`config.mk`:
```
export PLATFORM = sky130hd
export DESIGN_NAME = subtractor_serial_flat
export DESIGN_NICKNAME = d
export VERILOG_FILES = /design/src/rtl/subtractor_serial_pkg.sv /design/src/rtl/subtractor_serial_if.sv /design/src/rtl/subtractor_serial_sub_digit.sv /design/src/rtl/subtractor_serial.sv /design/src/flat_wrapper.sv
export SDC_FILE = /design/constraint.sdc
export NUM_CORES = 1
export LEC_CHECK = 0
export BUFFER_PORTS_ARGS = -buffer_cell sky130_fd_sc_hd__buf_4
export CORE_UTILIZATION = 40
export CTS_CLUSTER_DIAMETER = 80
export DETAILED_ROUTE_END_ITERATION = 12
export PLACE_DENSITY = 0.59
export SYNTH_ARGS = -nofsm -noshare
export SYNTH_HDL_FRONTEND = slang
export SYNTH_HIERARCHICAL = 1
export SYNTH_SLANG_ARGS = --single-unit
```
`constraint.sdc`:
```
create_clock -name clk -period 3.72 [get_ports clk]
set_input_delay 0.372 -clock clk [delete_from_list [all_inputs] [get_ports clk]]
set_output_delay 0.372 -clock clk [all_outputs]
set_load 0.02 [all_outputs]
```
`src/rtl/subtractor_serial_pkg.sv`:
```
// Shared definitions for the digit-serial subtractor: FSM encoding and
// parameter helpers used at elaboration time.
package subtractor_serial_pkg;

    typedef enum logic [1:0] {
        IDLE = 2'd0,
        RUN  = 2'd1,
        DONE = 2'd2
    } state_t;

    function automatic int ndig(input int width, input int digit);
        return width / digit;
    endfunction

    function automatic bit width_ok(input int width, input int digit);
        return (digit >= 1) && (digit <= width) && ((width % digit) == 0);
    endfunction

endpackage

```
`src/rtl/subtractor_serial_if.sv`:
```
// Operand and result handshakes of the digit-serial subtractor.
// The master side supplies operands and consumes results.
interface subtractor_serial_if #(
    parameter int WIDTH  = 32,
    parameter int SWIDTH = WIDTH + 1
);
    logic              in_valid;
    logic              in_ready;
    logic              bin;
    logic [WIDTH-1:0]  x;
    logic [WIDTH-1:0]  y;
    logic              out_valid;
    logic              out_ready;
    logic [SWIDTH-1:0] dif_r;
    logic              zero_r;

    modport master (
        output in_valid, bin, x, y, out_ready,
        input  in_ready, out_valid, dif_r, zero_r
    );

    modport slave (
        input  in_valid, bin, x, y, out_ready,
        output in_ready, out_valid, dif_r, zero_r
    );
endinterface

```
`src/rtl/subtractor_serial_sub_digit.sv`:
```
// One DIGIT-bit ripple-borrow slice: {bo, d} = a - b - bi.
module subtractor_serial_sub_digit #(
    parameter int DIGIT = 8
) (
    input  logic [DIGIT-1:0] a,
    input  logic [DIGIT-1:0] b,
    input  logic             bi,
    output logic [DIGIT-1:0] d,
    output logic             bo
);
    logic [DIGIT:0] diff;

    // The extra top bit goes to 1 exactly when the slice result is negative.
    assign diff = {1'b0, a} - {1'b0, b} - {{DIGIT{1'b0}}, bi};
    assign d    = diff[DIGIT-1:0];
    assign bo   = diff[DIGIT];
endmodule

```
`src/rtl/subtractor_serial.sv`:
```
// Digit-serial subtractor: x - y - bin, DIGIT bits per cycle, LSB first,
// with a one-bit registered borrow carried between slices.
module subtractor_serial
    import subtractor_serial_pkg::*;
#(
    parameter int WIDTH  = 32,
    parameter int DIGIT  = 8,
    parameter int SWIDTH = WIDTH + 1
) (
    input logic               clk,
    input logic               rst_n,
    input logic               clr,
    subtractor_serial_if.slave bus
);
    localparam int NDIG  = ndig(WIDTH, DIGIT);
    localparam int CNT_W = $clog2(NDIG) + 1;

    if (!width_ok(WIDTH, DIGIT) || (SWIDTH != WIDTH + 1)) begin : g_param_err
        $error("subtractor_serial: WIDTH must be a multiple of DIGIT and SWIDTH = WIDTH+1");
    end

    state_t                   state;
    state_t                   state_nxt;
    logic [CNT_W-1:0]         cnt;
    logic [WIDTH-1:0]         xs;
    logic [WIDTH-1:0]         ys;
    logic [WIDTH-1:0]         acc;
    logic [WIDTH-1:0]         acc_nxt;
    logic [WIDTH+DIGIT-1:0]   acc_cat;
    logic                     br;
    logic [DIGIT-1:0]         d;
    logic                     bo;
    logic                     accept;
    logic                     last;

    subtractor_serial_sub_digit #(.DIGIT(DIGIT)) u_digit (
        .a  (xs[DIGIT-1:0]),
        .b  (ys[DIGIT-1:0]),
        .bi (br),
        .d  (d),
        .bo (bo)
    );

    assign accept  = bus.in_valid && (state == IDLE) && !clr;
    assign last    = (state == RUN) && (cnt == CNT_W'(NDIG - 1));
    // New slice enters at the top; after NDIG shifts acc holds the full difference.
    assign acc_cat = {d, acc};
    assign acc_nxt = acc_cat[WIDTH+DIGIT-1:DIGIT];

    always_ff @(posedge clk or negedge rst_n) begin
        if (!rst_n) state <= IDLE;
        else        state <= state_nxt;
    end

    always_comb begin
        state_nxt = state;
        if (clr) begin
            state_nxt = IDLE;
        end else begin
            case (state)
                IDLE:    if (accept) state_nxt = RUN;
                RUN:     if (last) state_nxt = DONE;
                DONE:    if (bus.out_ready) state_nxt = IDLE;
                default: state_nxt = IDLE;
            endcase
        end
    end

    always_comb begin
        bus.in_ready  = (state == IDLE);
        bus.out_valid = (state == DONE);
    end

    always_ff @(posedge clk or negedge rst_n) begin
        if (!rst_n) begin
            cnt        <= '0;
            bus.dif_r  <= '0;
            bus.zero_r <= 1'b0;
        end else if (clr) begin
            cnt        <= '0;
            bus.dif_r  <= '0;
            bus.zero_r <= 1'b0;
        end else begin
            if (accept)             cnt <= '0;
            else if (state == RUN)  cnt <= cnt + CNT_W'(1);
            if (last) begin
                bus.dif_r  <= {bo, acc_nxt};
                bus.zero_r <= ({bo, acc_nxt} == '0);
            end
        end
    end

    // Operand/partial-result datapath needs no reset: it is loaded on accept.
    always_ff @(posedge clk) begin
        if (accept) begin
            xs <= bus.x;
            ys <= bus.y;
            br <= bus.bin;
        end else if (state == RUN) begin
            xs  <= xs >> DIGIT;
            ys  <= ys >> DIGIT;
            br  <= bo;
            acc <= acc_nxt;
        end
    end
endmodule

```
`src/flat_wrapper.sv`:
```
// flat-port wrapper written by rule: the top's interface ports become plain ports
module subtractor_serial_flat import subtractor_serial_pkg::*;
#(
    parameter int WIDTH  = 32,
    parameter int DIGIT  = 8,
    parameter int SWIDTH = WIDTH + 1
)
  (clk, rst_n, clr, bus_in_valid, bus_bin, bus_x, bus_y, bus_out_ready, bus_in_ready, bus_out_valid, bus_dif_r, bus_zero_r);
  subtractor_serial_if #(.WIDTH(WIDTH), .SWIDTH(SWIDTH)) bus_i ();
  input logic clk;
  input logic rst_n;
  input logic clr;
  input wire logic [$bits(bus_i.in_valid)-1:0] bus_in_valid;
  input wire logic [$bits(bus_i.bin)-1:0] bus_bin;
  input wire logic [$bits(bus_i.x)-1:0] bus_x;
  input wire logic [$bits(bus_i.y)-1:0] bus_y;
  input wire logic [$bits(bus_i.out_ready)-1:0] bus_out_ready;
  output wire logic [$bits(bus_i.in_ready)-1:0] bus_in_ready;
  output wire logic [$bits(bus_i.out_valid)-1:0] bus_out_valid;
  output wire logic [$bits(bus_i.dif_r)-1:0] bus_dif_r;
  output wire logic [$bits(bus_i.zero_r)-1:0] bus_zero_r;
  assign bus_i.in_valid = bus_in_valid;
  assign bus_i.bin = bus_bin;
  assign bus_i.x = bus_x;
  assign bus_i.y = bus_y;
  assign bus_i.out_ready = bus_out_ready;
  assign bus_in_ready = bus_i.in_ready;
  assign bus_out_valid = bus_i.out_valid;
  assign bus_dif_r = bus_i.dif_r;
  assign bus_zero_r = bus_i.zero_r;
  subtractor_serial #(.WIDTH(WIDTH), .DIGIT(DIGIT), .SWIDTH(SWIDTH)) u_core (.clk(clk), .rst_n(rst_n), .clr(clr), .bus(bus_i));
endmodule
```
# Yosys cells after proc, flatten, opt, wreduce, memory -nomap -nowiden
# Cells that the tools add are included.
word_totals:
  wordCells: 47
  regBits: 136
  output_inout_bits: 36
op_classes:
  eq_ne: 6
  bitwise: 1
  n_reduce_logical: 11
  mux: 18
  n_addsub: 3
ops:
  columns: ["operator", "count"]
  rows:
  - ["$mux 32", 4]
  - ["$mux 33", 2]
  - ["$logic_not 33->1", 1]
  - ["$mux 3", 3]
  - ["$sub 8x8->9", 1]
  - ["$sub 9x1->9", 1]
  - ["$mux 2", 4]
  - ["$ne 3x2->1 const B", 2]
  - ["$pmux 2 s3", 1]
  - ["$mux 1", 4]
  - ["$reduce_bool 2->1", 2]
  - ["$add 3x1->3 const B", 1]
  - ["$eq 3x2->1 const B", 1]
  - ["$logic_and 1x1->1", 3]
  - ["$ne 3x3->1 const B", 1]
  - ["$reduce_and 3->1", 1]
  - ["$reduce_bool 3->1", 1]
  - ["$eq 2x1->1 const B", 1]
  - ["$eq 2x2->1 const B", 1]
  - ["$logic_not 2->1", 1]
  - ["$reduce_and 2->1", 1]
  - ["$logic_not 1->1", 1]
  - ["$not 1->1", 1]

# Depth between registers and ports, before layout
# Gate-level depths: netlist (run 1).
depth:
  depth_word: 6
  ltp_mapped: 11

# Modules after synthesis
# The synthesis (run 1) kept the hierarchy.
by_module_without_submodules:
  columns: ["mod", "n_inst", "area_per_inst_um2", "seq_area_each_um2", "cells_per_inst"]
  rows:
  - ["subtractor_serial", 1, 5052.3, 3648.5, 279]
  - ["subtractor_serial_sub_digit", 1, 539.3, 0.0, 73]

# Worst setup path before layout (run 1)
# Ideal clock, no wire load.
synth_timing:
  path_kind: "input to register"
  startpoint: "in clr"
  endpoint: "reg u_core.br (enable)"
  cell_stages: 5
  t_arrival_ps: 2674
  n_path_buf: 3
  setup_slack_ps: 612
  cell_sequence: "buf_2 -> nor3_2 -> buf_6 -> buf_6 -> nand2b_1"
synth_between:
  elab_chain_cells: 3
synth_lines:
  columns: ["element", "line", "text"]
  rows:
  - ["start: declaration", "flat_wrapper.sv:12", "input logic clr;"]
  - ["$logic_not 1->1", "subtractor_serial.sv:44", "assign accept = bus.in_valid && (state == IDLE) && !clr;"]
  - ["$logic_and 1x1->1", "subtractor_serial.sv:44", null]
  - ["$reduce_bool 2->1 (no line)", null, null]
  - ["end signal: assignment", "subtractor_serial.sv:98", "br <= bus.bin;"]
  - ["end signal: assignment", "subtractor_serial.sv:102", "br <= bo;"]
  - ["end: declaration", "subtractor_serial.sv:30", "logic br;"]
# No other way between the ends.
# A chain may end at the register's enable or synchronous reset.

# Worst setup path after layout (run 1)
layout_timing:
  startpoint: "reg u_core.xs[0]"
  endpoint: "reg u_core.bus.zero_r"
layout_between:
  elab_chain_cells: 5
layout_lines:
  columns: ["element", "line", "text"]
  rows:
  - ["start: declaration", "subtractor_serial.sv:25", "logic [WIDTH-1:0] xs;"]
  - ["start signal: assignment", "subtractor_serial.sv:96", "xs <= bus.x;"]
  - ["start signal: assignment", "subtractor_serial.sv:100", "xs <= xs >> DIGIT;"]
  - ["$sub 8x8->9", "subtractor_serial_sub_digit.sv:14", "assign diff = {1'b0, a} - {1'b0, b} - {{DIGIT{1'b0}}, bi};"]
  - ["$sub 9x1->9", "subtractor_serial_sub_digit.sv:14", null]
  - ["named net u_core.d[6]", "subtractor_serial.sv:31", "logic [DIGIT-1:0] d;"]
  - ["$logic_not 33->1", "subtractor_serial.sv:88", "bus.zero_r <= ({bo, acc_nxt} == '0);"]
  - ["$mux 1", "subtractor_serial.sv:86", "if (last) begin"]
  - ["$mux 1", "subtractor_serial.sv:79", "end else if (clr) begin"]
  - ["end signal: assignment", "subtractor_serial.sv:88", null]
  - ["end: declaration", "subtractor_serial_if.sv:24", "output in_ready, out_valid, dif_r, zero_r"]
# The timed path passes the listed nets, and every way through them passes these cells. The select of a mux whose other input is x is not followed.

==> summary.md, run 1 <==
| Metric | Value |
|---|---|
| Site row count | 42 |
| GR Util met1 | 18.8% |
| HP Start | bus_x[25] |
| Fmax achieved | 0.364 GHz |
| Critical Path Sink Type | flop |
| Die X-Extent | 120 um |
| Clock transition at path regs | 0.06 ns |
| Core area | 0.0135 mm2 |
| Final Setup Violations | 0 |
| Share of cells above drive strength 1 | 41.4% |
| Post-cts resize count | 0 |
| Initial antenna violation count | 0 |
| Final period util | 73.9% |
| Die height | about 120 um |
| Setup Crit Path Kind | flop to flop |
| Clock Path Buffers | 2 |
| Total CTS buffers | 17 |
| Reg2Reg Depth | 9 |
| Yosys warns | 6 |
| Hold Crit Class | input port to flop |
| Remaining antenna violation count after routing | 0 |
| Setup ws final | 0.972 ns |
| RR Endpoint | u_core/bus.zero_r$_DFFE_PN0P_ |
| Crit-path slowest cell | fa_1 |
| IO Port Bufs | 105 |
| Met2 usage | 24.5% |
| # fillers | 1133 |
| Synthesized area per cell | roughly 16 um2 |
| Drt total wl | 10.3 mm |
| Slew @ Worst Pin | 0.903 ns |
| Crit-path max FO | 4 |
| Vias in the first global route | 3349 |
| Syn Nets | 440 |
| Status | completed |
| PwrDens | 546 mW/mm2 |
| Total power | 3.89 mW |
| Final Critical Period | 2.75 ns |
| DP Worst Slack | around 1.0 ns |
| Hold violation count in the final report | 0 |
| Clock Root Buffer | clkbuf_16 |
| # diodes | 0 |
| 1st-pass router iterations | 4 |
| Initial drt markers | 231 |
| Synth cell types | just over 50 |
| Area contributors post-synth | edfxtp_1, dfrtp_1, mux2_4 |
| Max-slew headroom | 39.7% |
| Yosys top cell area share | 47.8% |
| Worst path top cell family by delay | adder cells |
| Final #Nets | 553 |
| Vias per inst | 4.92 |
| First-pass GRT wire length | 16.9 mm |
| Max-cap violation count | 0 |
| Fin util | 53.0% |
| Final Max Tran Viols | 0 |
| Synthesized area | about 0.0056 mm2 |
| Area grow syn2layout | 27.4% |
| Skew-Pair Late Insertion Delay | just over 0.4 ns |
| Worst-path cell chain | fa_1 > fa_1 > nand2b_1 > a21oi_2 > o21ai_1 > xor2_1 > nor4_1 > nand4_1 > o21ai_0 |
| CTS tree | yes |
| Flops & latches, synth | 128 |
| Reg2reg setup slack | 0.97 ns |
| Hold Crit Depth | 2 |
| Leakage power | between 3 and 4 nW |
| Starting density of the core | 41.6% |
| Grt peak-use layer | met2 |
| Cells after Synth | 352 |
| Hold Buf Count CTS | 1 |
| Largest net degree at the start of global routing | 66 |
| Most frequent cell after synthesis | edfxtp_1 |
| Critical R2R Launch | u_core/xs[0]$_DFFE_PP_ |
| Clock Skews | 0.00781 ns |
| RD Place Congestion | roughly 0.74 |
| HPWL after DPL | about 7 mm |
| Cell taking the most area after synthesis | edfxtp_1 |
| CP arrival | ~3.1 ns |
| Total number of vias | 3215 |
| Min Hold Slack | about 0.23 ns |
| Number of flops mapped to enable cells by yosys | 89 |
| All-Layer GR Usage | 15.8% |
| Critical Path RT | around 4 ns |
| CP Launch Type | flop |
| CP peak stage delay | 0.49 ns |
| Async SR Flop Fraction | 30.5% |
| Die ar. | approximately 0.014 mm2 |
| Most frequent cells after synthesis | edfxtp_1, dfrtp_1, a22o_1 |
| CTS H-tree lvls | 4 |
| WL/cell | 15.7 um |
| Register area share after synthesis | 65.2% |
| RSZ-0062 raised after global routing | false |
| Grt total ovfl | 0 |
| Ports | 106 |
| Maximum vdd drop | 0.000351 V |
| Post-CTS setup buffers | 0 |
| Setup tns final | 0 ns |
| # DRC | 0 |
| Synth Flop Type | edfxtp_1 |
| WP buf/inv | 0 |
| Clock Sink Count | 128 |
| Endpoint of the worst hold path | u_core/xs[25]$_SDFFCE_PP0P_ |
| Met3 usage | 6.60% |
| Crit path top cell by count | fa_1 |
## worst reg2reg max path, cell delays in order (launching register included)
cell,delay [ns]
edfxtp_1,0.40
fa_1,0.49
fa_1,0.41
nand2b_1,0.17
a21oi_2,0.21
o21ai_1,0.11
xor2_1,0.17
nor4_1,0.36
nand4_1,0.13
o21ai_0,0.20
## placed cells by master (no fill, tap or decap), drive strengths merged, types with 10 or more instances in the layout
cell,Yosys,final
inv,24,24
edfxtp,89,89
and2,16,16
dfrtp,39,39
mux2,49,49
ha,16,16
buf,13,107
nor2,10,10
a22o,33,33
clkbuf,1,25
## how the worst max path moves through the flow
stage,start,end,slack [ns],cells past startpoint
finish,u_core/xs[0]$_DFFE_PP_,u_core/bus.zero_r$_DFFE_PN0P_,0.97,9
global route,u_core/xs[0]$_DFFE_PP_,u_core/bus.zero_r$_DFFE_PN0P_,0.78,9
CTS,u_core/xs[0]$_DFFE_PP_,u_core/bus.zero_r$_DFFE_PN0P_,0.98,9
detailed placement,u_core/xs[0]$_DFFE_PP_,u_core/bus.zero_r$_DFFE_PN0P_,1.04,9
global placement,u_core/xs[0]$_DFFE_PP_,u_core/bus.zero_r$_DFFE_PN0P_,1.15,9
floorplan,clr,u_core/br$_DFFE_PP_,0.61,5
## routing by layer
layer,part of all wire (%),wire length (um),vias up
li1,-,-,1555
met1,42,4350,1555
met2,49,5080,90
met3,6.7,692,15
met4,1.8,182,0
met5,0,0,-
## power by group
group	switching, mW	total [mW]	internal, mW
clock network	0.582	1.62	1.03
registers	0.0521	1.75	1.70
logic	0.283	0.527	0.244
total	0.916	3.89	2.98
## cells by family (layout without fill, tap and decap cells)
group | count (synthesis) | count (layout) | synth area share (%)
buf+inv | 38 | 164 | 3.49
compound gates | 53 | 53 | 7.99
mux | 49 | 49 | 11.4
flops | 128 | 128 | 65.2
simple gates | 61 | 61 | 6.78
xor+xnor | 5 | 5 | 0.783
fa+ha+maj | 18 | 18 | 4.30
## flip-flops by register name (all words and copies together), names as in the netlist
signal and count:
u_core/br 1, u_core/ys 32, u_core/bus.zero_r 1, u_core/xs 32, u_core/state 2, u_core/bus.dif_r 33
u_core/cnt 3, u_core/acc 24
## area by class of cell
| cell class | instances | area [um2] | area share, % |
|---|---|---|---|
| inverter | 24 | 90.1 | 1.26 |
| timing repair buffer | 108 | 813 | 11.4 |
| clock buffer | 25 | 518 | 7.27 |
| clock inverter | 7 | 72.6 | 1.02 |
| sequential | 128 | 3650 | 51.2 |
| multi-input combinational | 186 | 1760 | 24.7 |
| tap | 176 | 220 | 3.09 |
## stage by stage
step | instances | cell area (um2)
after CTS | 654 | 7120
after floorplan | 352 | 5590
after global routing | 654 | 7120
after detailed placement | 621 | 6520
after global placement | 621 | 6520
final | 654 | 7120
(Power assumes the default switching activity.)
==> inputs of run 2 (changes only) <==
- PLACE_DENSITY: 0.59 -> 0.61
- clock period: 3.72 -> 2.35 ns (I/O delays scaled with it)
==> run 2 against run 1 <==
Register-to-register slack worse by 0.93 ns. Hold slack worse by 0.15 ns. Count of clock-buffer cells in the layout down 2. Non-clock buffer count up 16. Total power up 63%. Global-route usage down 0.52 points.
==> summary.md, run 2 (synthesis results as in run 1) <==
| Metric | Value |
|---|---|
| Clock transition at path regs | 0.05 ns |
| Clock Skews | around 0.025 ns |
| Fmax achieved | 0.434 GHz |
| CTS tree | yes |
| Met3 usage | 6.42% |
| Die height | between 100 and 150 um |
| Total CTS buffers | 17 |
| Slew @ Worst Pin | about 0.49 ns |
| CP startpoint | u_core/xs[0]$_DFFE_PP_ |
| WL/cell | 15.1 um |
| Site row count | 42 |
| Min Hold Slack | 0.0859 ns |
| Grt total ovfl | 0 |
| Clock Path Buffers | 2 |
| Critical Path Sink Type | flop |
| Vias in the first global route | 3343 |
| Met2 usage | 23.0% |
| Clock Root Buffer | clkbuf_16 |
| Max-slew headroom | 67.2% |
| Leakage power | roughly 3.2 nW |
| Initial drt markers | 197 |
| Largest net degree at the start of global routing | 66 |
| Most common cell after layout, fill and taps aside | buf_4 |
| Setup Crit Path Kind | flop to flop |
| Final period util | 98.1% |
| Hold violation count in the final report | 0 |
| Setup tns final | 0 ns |
| Post-CTS setup buffers | 0 |
| Share of cells above drive strength 1 | 45.7% |
| Total number of vias | between 3000 and 4000 |
| # fillers | 1130 |
| Worst-path cell chain | fa_2 > fa_2 > nand2b_4 > a21oi_4 > o21ai_2 > xor2_1 > nor4_2 > nand4_1 > o21ai_1 |
| HPWL after DPL | 7.01 mm |
| Crit-path slowest cell | fa_2 |
| 1st-pass router iterations | 4 |
| Status | completed |
| Worst path top cell family by delay | adder cells |
| Crit path top cell by count | fa_2 |
| Final #Nets | 569 |
| # DRC | 0 |
| Most frequent cells in the layout | buf_4, edfxtp_1, dfrtp_1 |
| Skew-Pair Late Insertion Delay | 0.42 ns |
| Ports | between 100 and 150 |
| Crit-path max FO | 3 |
| # diodes | 0 |
| CTS H-tree lvls | 4 |
| Area grow syn2layout | 31.0% |
| IO Port Bufs | ~110 |
| Drt total wl | 10.1 mm |
| Remaining antenna violation count after routing | 0 |
| Grt peak-use layer | met2 |
| Placed cell count | 637 |
| Die X-Extent | approximately 120 um |
| RD Place Congestion | 0.817 |
| Initial antenna violation count | 0 |
| Vias per inst | 4.85 |
| Critical R2R Launch | u_core/xs[0]$_DFFE_PP_ |
| Die ar. | 0.0145 mm2 |
| Maximum vdd drop | about 0.00057 V |
| Hold Crit Class | input port to flop |
| CP peak stage delay | 0.43 ns |
| All-Layer GR Usage | between 10% and 20% |
| Starting density of the core | 41.6% |
| CP Launch Type | flop |
| WP buf/inv | 0 |
| Top reg by flops | u_core/bus.dif_r |
| CP arrival | 2.65 ns |
| GR Util met1 | 19.2% |
| Core area | 0.0135 mm2 |
| HP Start | clr |
| Final Setup Violations | 0 |
| Final Critical Period | 2.31 ns |
| Final Max Tran Viols | 0 |
| RSZ-0062 raised after global routing | true |
| Final Non-Filler Cells | 670 |
| PwrDens | 867 mW/mm2 |
| Largest register FFs | 33 |
| Largest regs | u_core/bus.dif_r: 33 flops, u_core/xs: 32 flops, u_core/ys: 32 flops |
| Critical Path RT | about 2.7 ns |
| Max-cap violation count | 0 |
| First-pass GRT wire length | approximately 17 mm |
| Clock Sink Count | 128 |
[run 2: layer usage]
layer  vias to the layer above  wire length, um  share of wire, %
li1                       1586                -                 -
met1                      1563             4410                43
met2                        92             4950                49
met3                         6              699               6.9
met4                         0               93              0.92
met5                         -                0                 0
[run 2: area by class of cell]
cell class / count / area (um2) / area share [%]
inverter: 24 / 90.1 / 1.23
sequential: 128 / 3650 / 49.8
clock buffer: 23 / 532 / 7.26
multi-input combinational: 186 / 1810 / 24.7
clock inverter: 9 / 66.3 / 0.906
timing repair buffer: 124 / 958 / 13.1
tap: 176 / 220 / 3.01
[run 2: repair_timing]
action	CTS	global route
gates resized for setup	3	7
endpoints found under the setup margin	2	3
pin swaps	4	7
hold buffers	1	0
endpoints found under the hold margin	39	0
[run 2: path summary, 6_finish.rpt]
check	endpoint	slack (ns)	depth (start not counted)
setup / recovery	u_core/bus.zero_r$_DFFE_PN0P_	0.04	9
max in group asynchronous	u_core/bus.dif_r[29]$_DFFE_PN0P_	1.66	2
hold / removal	u_core/cnt[2]$_DFFE_PN0P_	0.09	2
hold reg to reg	u_core/acc[20]$_DFFE_PP_	0.48	0
min in group asynchronous	u_core/bus.dif_r[11]$_DFFE_PN0P_	0.33	2
setup reg to reg	u_core/bus.zero_r$_DFFE_PN0P_	0.04	9
[run 2: report_power, final]
group | leakage, nW | switching (mW) | total (mW) | internal, mW
registers | 1.40 | 0.0808 | 2.77 | 2.69
logic | 1.47 | 0.495 | 1.02 | 0.522
clock network | 0.292 | 0.963 | 2.56 | 1.60
total | 3.16 | 1.54 | 6.35 | 4.81
[run 2: through the flow]
step           power, mW  utilization, %  setup slack, ns  cell area (um2)
2_1_floorplan       3.38               -          0.00852             5600
3_3_place_gp        3.76            49.6          -0.0374             6670
3_5_place_dp        3.79            49.6          -0.0847             6670
4_1_cts             6.39            54.2           0.0134             7290
5_1_grt             6.64            54.4          -0.0629             7320
6_report            6.35            54.4           0.0449             7320
==> inputs of run 3 (changes only) <==
- clock period: 2.35 -> 1.9 ns (I/O delays scaled with it)
==> run 3 against run 2 <==
The flow now finishes with violations (negative setup slack). Sequential power is 23% higher. Count of clock-buffer cells in the layout fell by 5. Routed wire length is 1.4% higher. Total power up 28%. Final area up 2.6%. Combinational power up 47%. Via count rose by 2.5%. Die area is the same. Clock skew fell by 0.013 ns. Cell count up 1.6%. Fmax down 1.8%. Hold slack got worse by 0.043 ns. Critical path type unchanged. Critical endpoint unchanged.
==> summary.md, run 3 (synthesis results as in run 1) <==
| Metric | Value |
|---|---|
| Status | finished with violations |
| Failing checks | negative setup slack |
| Initial antenna violation count | 0 |
| Hold Crit Class | input port to flop |
| Remaining antenna violation count after routing | 0 |
| CP arrival | 2.68 ns |
| RSZ-0062 raised after global routing | true |
| CP startpoint | u_core/ys[0]$_DFFE_PP_ |
| CP Capture Point | u_core/bus.zero_r$_DFFE_PN0P_ |
| Die height | 120 um |
| Max-cap violation count | 0 |
| # fillers | 1108 |
| Cell area after layout | 0.00752 mm2 |
| Hold violation count in the final report | 0 |
| Max-slew headroom | 67.7% |
| Clock Sink Count | 128 |
| # diodes | 0 |
| CTS tree | yes |
| PwrDens | 1080 mW/mm2 |
| First-pass GRT wire length | 16.6 mm |
| Die ar. | between 0.01 and 0.015 mm2 |
| Min Hold Slack | 0.0430 ns |
| Maximum vdd drop | 0.000629 V |
| Die X-Extent | 120 um |
| Reg2Reg Depth | 10 |
| Largest regs | u_core/bus.dif_r: 33 flops, u_core/xs: 32 flops, u_core/ys: 32 flops |
| Placed cell count | 646 |
| Multi-input logic area | 0.00188 mm2 |
| Crit path top cell by count | fa_2 |
| Critical R2R Launch | u_core/ys[0]$_DFFE_PP_ |
| Final Critical Period | 2.35 ns |
| Drt total wl | 10.3 mm |
| CTS H-tree lvls | 4 |
| DP Worst Slack | -0.407 ns |
| Largest register FFs | 33 |
| Site row count | 42 |
| Final #Nets | 580 |
| Total number of vias | around 3300 |
| Most frequent cells in the layout | buf_4, edfxtp_1, dfrtp_1 |
| Core area | 0.0135 mm2 |
| # DRC | 0 |
| Final period util | 123% |
| Skew-Pair Late Insertion Delay | about 0.42 ns |
| Post-DP Area | 0.00682 mm2 |
| All-Layer GR Usage | 15.1% |
| RD Place Congestion | between 0.7 and 0.8 |
| Share of cells above drive strength 1 | 48.3% |
| Starting density of the core | between 40 and 50% |
| WL/cell | 15.1 um |
| Leakage power | 3.23 nW |
| Total power | ~8.1 mW |
| Final Non-Filler Cells | 681 |
| Setup Crit Path Kind | flop to flop |
| Crit-path slowest cell | fa_2 |
| Setup tns final | -3.18 ns |
| Largest net degree at the start of global routing | 66 |
| Final Setup Violations | 15 |
| Most common cell after layout, fill and taps aside | buf_4 |
| Clock transition at path regs | 0.06 ns |
| Clock Root Buffer | clkbuf_16 |
| Area grow syn2layout | 34.4% |
| CP peak stage delay | 0.41 ns |
| Clock Path Buffers | 2 |
| 1st-pass router iterations | 4 |
| Critical Path Sink Type | flop |
| Fin util | roughly 56% |
| Worst-path cell chain | inv_2 > fa_2 > fa_2 > nand2b_4 > a21oi_4 > o21ai_2 > xor2_2 > nor4_2 > nand4_1 > o21ai_1 |
| Setup ws final | -0.446 ns |
| Ports | about 110 |
| Critical Path RT | between 2 and 2.5 ns |
| RR Endpoint | u_core/bus.zero_r$_DFFE_PN0P_ |
| Vias in the first global route | 3434 |
| Reg2reg setup slack | -0.45 ns |
| Top reg by flops | u_core/bus.dif_r |
| Grt total ovfl | 0 |
| HPWL after DPL | 7.13 mm |
| Initial drt markers | 153 |
| Slew @ Worst Pin | 0.484 ns |
| Total CTS buffers | 17 |
| Clock Skews | 0.0111 ns |
| IO Port Bufs | approximately 110 |
| CP Launch Type | flop |
| Register area | 0.00365 mm2 |
| Final Max Tran Viols | 0 |
| Crit-path max FO | 4 |
| Fmax achieved | 0.426 GHz |
| Vias per inst | 4.89 |
-- run 3: layout make-up --
cell class,instances,share of cell area (%)
flip-flops and latches,128,48.5
repair buffers,135,14.4
multi-input cells,186,25.0
inverters,24,1.20
well taps,176,2.93
clock buffers,18,5.71
clock inverters,14,2.20
-- run 3: report_power, final --
group | leakage, nW | switching [mW] | internal (mW)
registers | 1.40 | 0.0993 | 3.32
logic | 1.55 | 0.701 | 0.798
clock network | 0.280 | 1.17 | 2.05
total | 3.23 | 1.97 | 6.17
-- run 3: how the worst min path moves through the flow --
| stage | slack (ns) | startpoint | to | cells after the start |
|---|---|---|---|---|
| 6_report | 0.04 | bus_x[28] | u_core/xs[28]$_SDFFCE_PP0P_ | 2 |
| 5_1_grt | 0.04 | bus_x[28] | u_core/xs[28]$_SDFFCE_PP0P_ | 2 |
| 4_1_cts | 0.03 | bus_y[27] | u_core/ys[27]$_SDFFCE_PP0P_ | 2 |
| 3_5_place_dp | 0.19 | rst_n | u_core/bus.dif_r[3]$_DFFE_PN0P_ | 1 |
| 3_3_place_gp | 0.18 | rst_n | u_core/bus.dif_r[3]$_DFFE_PN0P_ | 1 |
| 2_1_floorplan | -0.11 | rst_n | u_core/bus.dif_r[0]$_DFFE_PN0P_ | 0 |
-- run 3: timing repair --
item                       CTS  global route
gates resized for setup      4            11
hold endpoints to repair    39             0
pin swaps                    3            17
hold buffers                 1             0
setup endpoints to repair   13            15
setup buffers                0             4
-- run 3: critical path: cells and delay by family, from the launching register on --
family                   cells  cell delay (ns)
XOR/XNOR                     1             0.16
buffers and inverters        1             0.04
AO/OA/AOI/OAI                3             0.41
adder cells (fa/ha/maj)      2             0.77
AND/OR/NAND/NOR              3             0.57
flip-flops                   1             0.33
-- run 3: metal layers --
| layer | up-vias | wire, um | track usage, % |
|---|---|---|---|
| met4 | 0 | 212 | 7.25 |
| met5 | - | 0 | 0 |
| li1 | 1613 | - | - |
| met1 | 1595 | 4350 | 17.9 |
| met3 | 19 | 722 | 6.27 |
| met2 | 101 | 5010 | 23.9 |
